--- config.mk ---
export PLATFORM = sky130hd
export DESIGN_NAME = mem_port_arbiter
export DESIGN_NICKNAME = d
export VERILOG_FILES = /design/src/rtl/mem_port_arbiter.sv
export SDC_FILE = /design/constraint.sdc
export NUM_CORES = 1
export LEC_CHECK = 0
export CAP_MARGIN = 15
export CORE_ASPECT_RATIO = 0.7
export CORE_MARGIN = 2
export CORE_UTILIZATION = 45
export CTS_CLUSTER_SIZE = 8
export DETAILED_ROUTE_END_ITERATION = 8
export PLACE_DENSITY = 0.84
export SLEW_MARGIN = 20
export SYNTH_ARGS = -nofsm -noshare
export SYNTH_HDL_FRONTEND = slang
export SYNTH_SLANG_ARGS = --single-unit
export TNS_END_PERCENT = 1
--- constraint.sdc ---
create_clock -name clk -period 2.9 [get_ports clk]
set_input_delay 0.58 -clock clk [delete_from_list [all_inputs] [get_ports clk]]
set_output_delay 0.58 -clock clk [all_outputs]
set_load 0.005 [all_outputs]
--- src/rtl/mem_port_arbiter.sv ---
// rtl/mem_port_arbiter.sv - two-requester arbiter for a single fixed-latency memory port
// D-side wins ties unless the I-side has been passed over STARVE_LIMIT times in a row.
module mem_port_arbiter #(
  parameter int MEM_LATENCY  = 1,
  parameter int STARVE_LIMIT = 4
) (
  input  logic            clk,
  input  logic            reset,
  input  logic            i_req,
  input  logic [31:0]     i_addr,
  output logic            i_done,
  input  logic            d_req,
  input  logic            d_we,
  input  logic [31:0]     d_addr,
  input  logic [0:3][7:0] d_wdata,
  output logic            d_done,
  output logic [0:3][7:0] rdata,
  output logic [31:0]     mem_addr,
  output logic [0:3][7:0] mem_data_in,
  input  logic [0:3][7:0] mem_data_out,
  output logic            mem_write_en,
  output logic            busy,
  output logic            owner
);

  typedef enum logic [1:0] {IDLE, BUSY, RESP} state_t;

  localparam logic [3:0] CNT_INIT = 4'(MEM_LATENCY - 1);
  localparam int         SW = (STARVE_LIMIT < 1) ? 1 : $clog2(STARVE_LIMIT + 1);
  localparam logic [SW-1:0] STREAK_MAX = SW'(STARVE_LIMIT);
  localparam bit         STARVE_EN = (STARVE_LIMIT != 0);

  state_t          state, state_next;
  logic [3:0]      cnt;
  logic [SW-1:0]   streak;
  logic            owner_q;
  logic            we_q;
  logic [31:0]     addr_q;
  logic [0:3][7:0] wdata_q;
  logic            grant;
  logic            grant_d;
  logic            force_i;

  assign force_i = STARVE_EN && i_req && (streak == STREAK_MAX);

  always_comb begin
    state_next = state;
    grant      = 1'b0;
    grant_d    = 1'b0;
    case (state)
      IDLE: begin
        if (i_req || d_req) begin
          grant      = 1'b1;
          grant_d    = d_req && !force_i;
          state_next = BUSY;
        end
      end
      BUSY: begin
        if (cnt == 4'd0) state_next = RESP;
      end
      RESP:    state_next = IDLE;
      default: state_next = IDLE;
    endcase
  end

  always_ff @(posedge clk) begin
    if (reset) begin
      state   <= IDLE;
      cnt     <= 4'd0;
      streak  <= '0;
      rdata   <= '0;
      owner_q <= 1'b0;
      we_q    <= 1'b0;
      addr_q  <= 32'd0;
      wdata_q <= '0;
    end else begin
      state <= state_next;
      if (grant) begin
        owner_q <= grant_d;
        addr_q  <= grant_d ? d_addr : i_addr;
        we_q    <= grant_d && d_we;
        wdata_q <= grant_d ? d_wdata : '0;
        cnt     <= CNT_INIT;
        // Streak only grows while the I-side is actually being passed over.
        if (!grant_d || !i_req)
          streak <= '0;
        else if (streak != STREAK_MAX)
          streak <= streak + 1'b1;
      end
      if (state == BUSY) begin
        if (cnt != 4'd0)
          cnt <= cnt - 4'd1;
        else
          rdata <= mem_data_out;
      end
    end
  end

  // The write strobe is tied to the first BUSY cycle, so reset removes it on the same edge.
  assign busy         = (state != IDLE);
  assign owner        = busy && owner_q;
  assign mem_addr     = (state == BUSY) ? addr_q : 32'd0;
  assign mem_data_in  = (state == BUSY) ? wdata_q : '0;
  assign mem_write_en = (state == BUSY) && we_q && (cnt == CNT_INIT);
  assign i_done       = (state == RESP) && !owner_q;
  assign d_done       = (state == RESP) && owner_q;

endmodule

==> flow_summary.toml <==
[run_status]
status = "complete, no violations"

[cts]
cts_tree = "done"
worstSkewPairLatency_ns = 0.35
cts.sinks = 107
root_buffer = "clkbuf_16"
postCtsSetupBuffers = 0
cts_resized = 0
cts_buffers = 9
clock_path_buffers = 2
htree_levels = 3
path_clk_slew_ns = 0.07
cts_hold_buf = 0

[place]
dpl.cell_count = 953
place_congestion = 0.7806
port_buffers = 233
dp_slack_ns = 0.3298
hpwl_mm = 10.90

[timing]
relSlewSlack = 0.3788
finalSetupTns_ns = 0
slew_violations = 0
skew_ns = 0.008208
fin_crit_ns = 2.627
hold_violations = 0
setup_ws_ns = 0.2731
worst_pin_slew_ns = 0.9318
setup_violations = 0
hold_ws_ns = 0.4716
max_freq_mhz = 380.7
rsz0062_at_grt = "no"
period_share = 0.9058

[synthesis]
synthCells = 626
yosysMostFrequentCell = "dfxtp_1"
yosysTopAreaCellShare = 0.4261
yosysWarnings = 0
yosys_most_used_dff = "dfxtp_1"
yosysUniqueCellTypes = 36
yosysTopAreaCell = "dfxtp_1"
ys_ff_latch = 107
synth_nets = 762
synthTopCellsByArea = "dfxtp_1 43%, a21oi_1 10%, nand3_1 9.8%, o21ai_0 9.3%, and2_1 8.1%"
synthArstFlopShare = 0
syn_area_per_cell_sq_um = 8.031
synthTopCellsByCount = "107 x dfxtp_1, 104 x a21oi_1, 98 x nand3_1"
synth_edf_count = 0
syn_area_sq_mm = 0.005027
ys_seq_area_frac = 0.4261

[critical_path]
cp_top_family = "buffers and inverters"
required_ns = 2.32
cp_max_fo = 23
crit_arrival_ns = 2.05
cp-end-kind = "output port"
cp_num_buf_inv = 2
slowest_delay_ns = 0.61
path_class = "reg2out"
cp_cell_sequence = "nor2_2, inv_2, and2_1, clkdlybuf4s50_1"
critPathSlowestCell = "dfxtp_1"
cp-start-kind = "register"

[global_route]
grt_max_degree = 69
grt_pass1_wl_mm = 26.23
antenna_found_initial = 0
grt_overflow = 0
grt_pass1_vias = 5284
track_usage = 0.2692

[routing]
vias = 5650
routed_via_density = 5.831
wirelength_mm = 16.81
drtIter0Drc = 432
avgRoutedWirePerCell_microns = 17.35
drc = 0
ant_nets = 0
drtPass1Iterations = 5

[worst_hold_path]
holdCritPathClass = "reg2reg"

[floorplan]
core_area_sq_mm = 0.01093
io-pin-count = 234
initial_core_util = 0.4599
rows = 32
die_y_microns = 92.43
fp.dieW_microns = 130.3
die_area_sq_mm = 0.01205

[flow_run]
max_cap_viol_count = 0

[layout]
nFillCells = 822
layout-drive-gt1-share = 0.05270
nets = 947
area_delta_synth_final_pct = 52.89
stdcell_count = 969
antenna_cells = 0

[power_and_ir_drop]
powerDensity_mw_per_mm2 = 483.4
ir_drop_mv = 0.3104
p_leak_nw = 2.668
flip-flops by register name, summed over array words and instances, names as in the netlist:
signal,flops
addr_q,32
rdata,32
wdata_q,32
cnt,4
streak,3
state,2
owner_q,1
we_q,1
final timing paths:
| path | start | endpoint | slack (ns) | cells after the start |
|---|---|---|---|---|
| worst max-delay path | state[1] | owner | 0.27 | 4 |
| worst min-delay path | wdata_q[31] | wdata_q[31] | 0.47 | 2 |
| worst max register to register | state[1] | addr_q[2] | 0.80 | 3 |
| worst min register to register | wdata_q[31] | wdata_q[31] | 0.47 | 2 |
power breakdown:
group | switching (mW) | internal [mW]
clock network | 0.568 | 0.703
logic | 0.367 | 0.426
registers | 0.0609 | 1.59
total | 0.996 | 2.72
layout make-up:
cell class | count | area, sq um | share of cell area
multi-input combinational | 439 | 2540 | 0.3305
timing repair buffer | 248 | 2480 | 0.3226
sequential | 107 | 2142 | 0.2787
clock buffer | 10 | 239.0 | 0.03109
tap | 153 | 191.4 | 0.02491
clock inverter | 6 | 71.32 | 0.009279
inverter | 6 | 22.52 | 0.002930
through the flow:
step	utilization	instance area (sq um)	total power, mW
after floorplan	-	5027	2.059
after global placement	0.6748	7376	2.438
after detailed placement	0.6748	7376	2.469
after CTS	0.7032	7686	3.730
after global routing	0.7032	7686	3.882
final	0.7032	7686	3.716
cell usage in the layout (no fill, tap or decap), types with 2 or more instances in the layout:
master,count
nor2b_1,3
inv_2,2
and2_1,65
buf_4,13
a311oi_1,32
clkbuf_16,9
or3_1,3
o211ai_1,3
and3_1,2
o221ai_1,2
clkdlybuf4s50_1,232
nor3_1,2
ha_1,3
o21ai_1,8
nor2_2,3
buf_12,3
o21ai_0,93
nor3b_1,3
dfxtp_1,107
a21oi_1,104
nand3_1,97
inv_1,4
nand4_1,2
kinds of logic after synthesis:
| logic type | share of synthesized area |
|---|---|
| AO/OA/AOI/OAI | 0.2718 |
| AND/OR/NAND/NOR | 0.2195 |
| adder cells (fa/ha/maj) | 0.007467 |
| buffers and inverters | 0.07516 |
| flip-flops | 0.4261 |
worst register-to-register path, stage by stage, from the launching register on:
cell and delay, ns:
dfxtp_1 0.61, or3b_1 0.81, o21ai_0 0.24, a311oi_1 0.34
per-layer routing:
layer / routed length, microns / up-vias / GRT usage
li1: - / 2632 / -
met1: 6885 / 2674 / 0.3547
met2: 7856 / 313 / 0.4284
met3: 1702 / 31 / 0.07337
met4: 365 / 0 / 0.08777
met5: 0 / - / 0
Power figures use the tool's default switching activity.
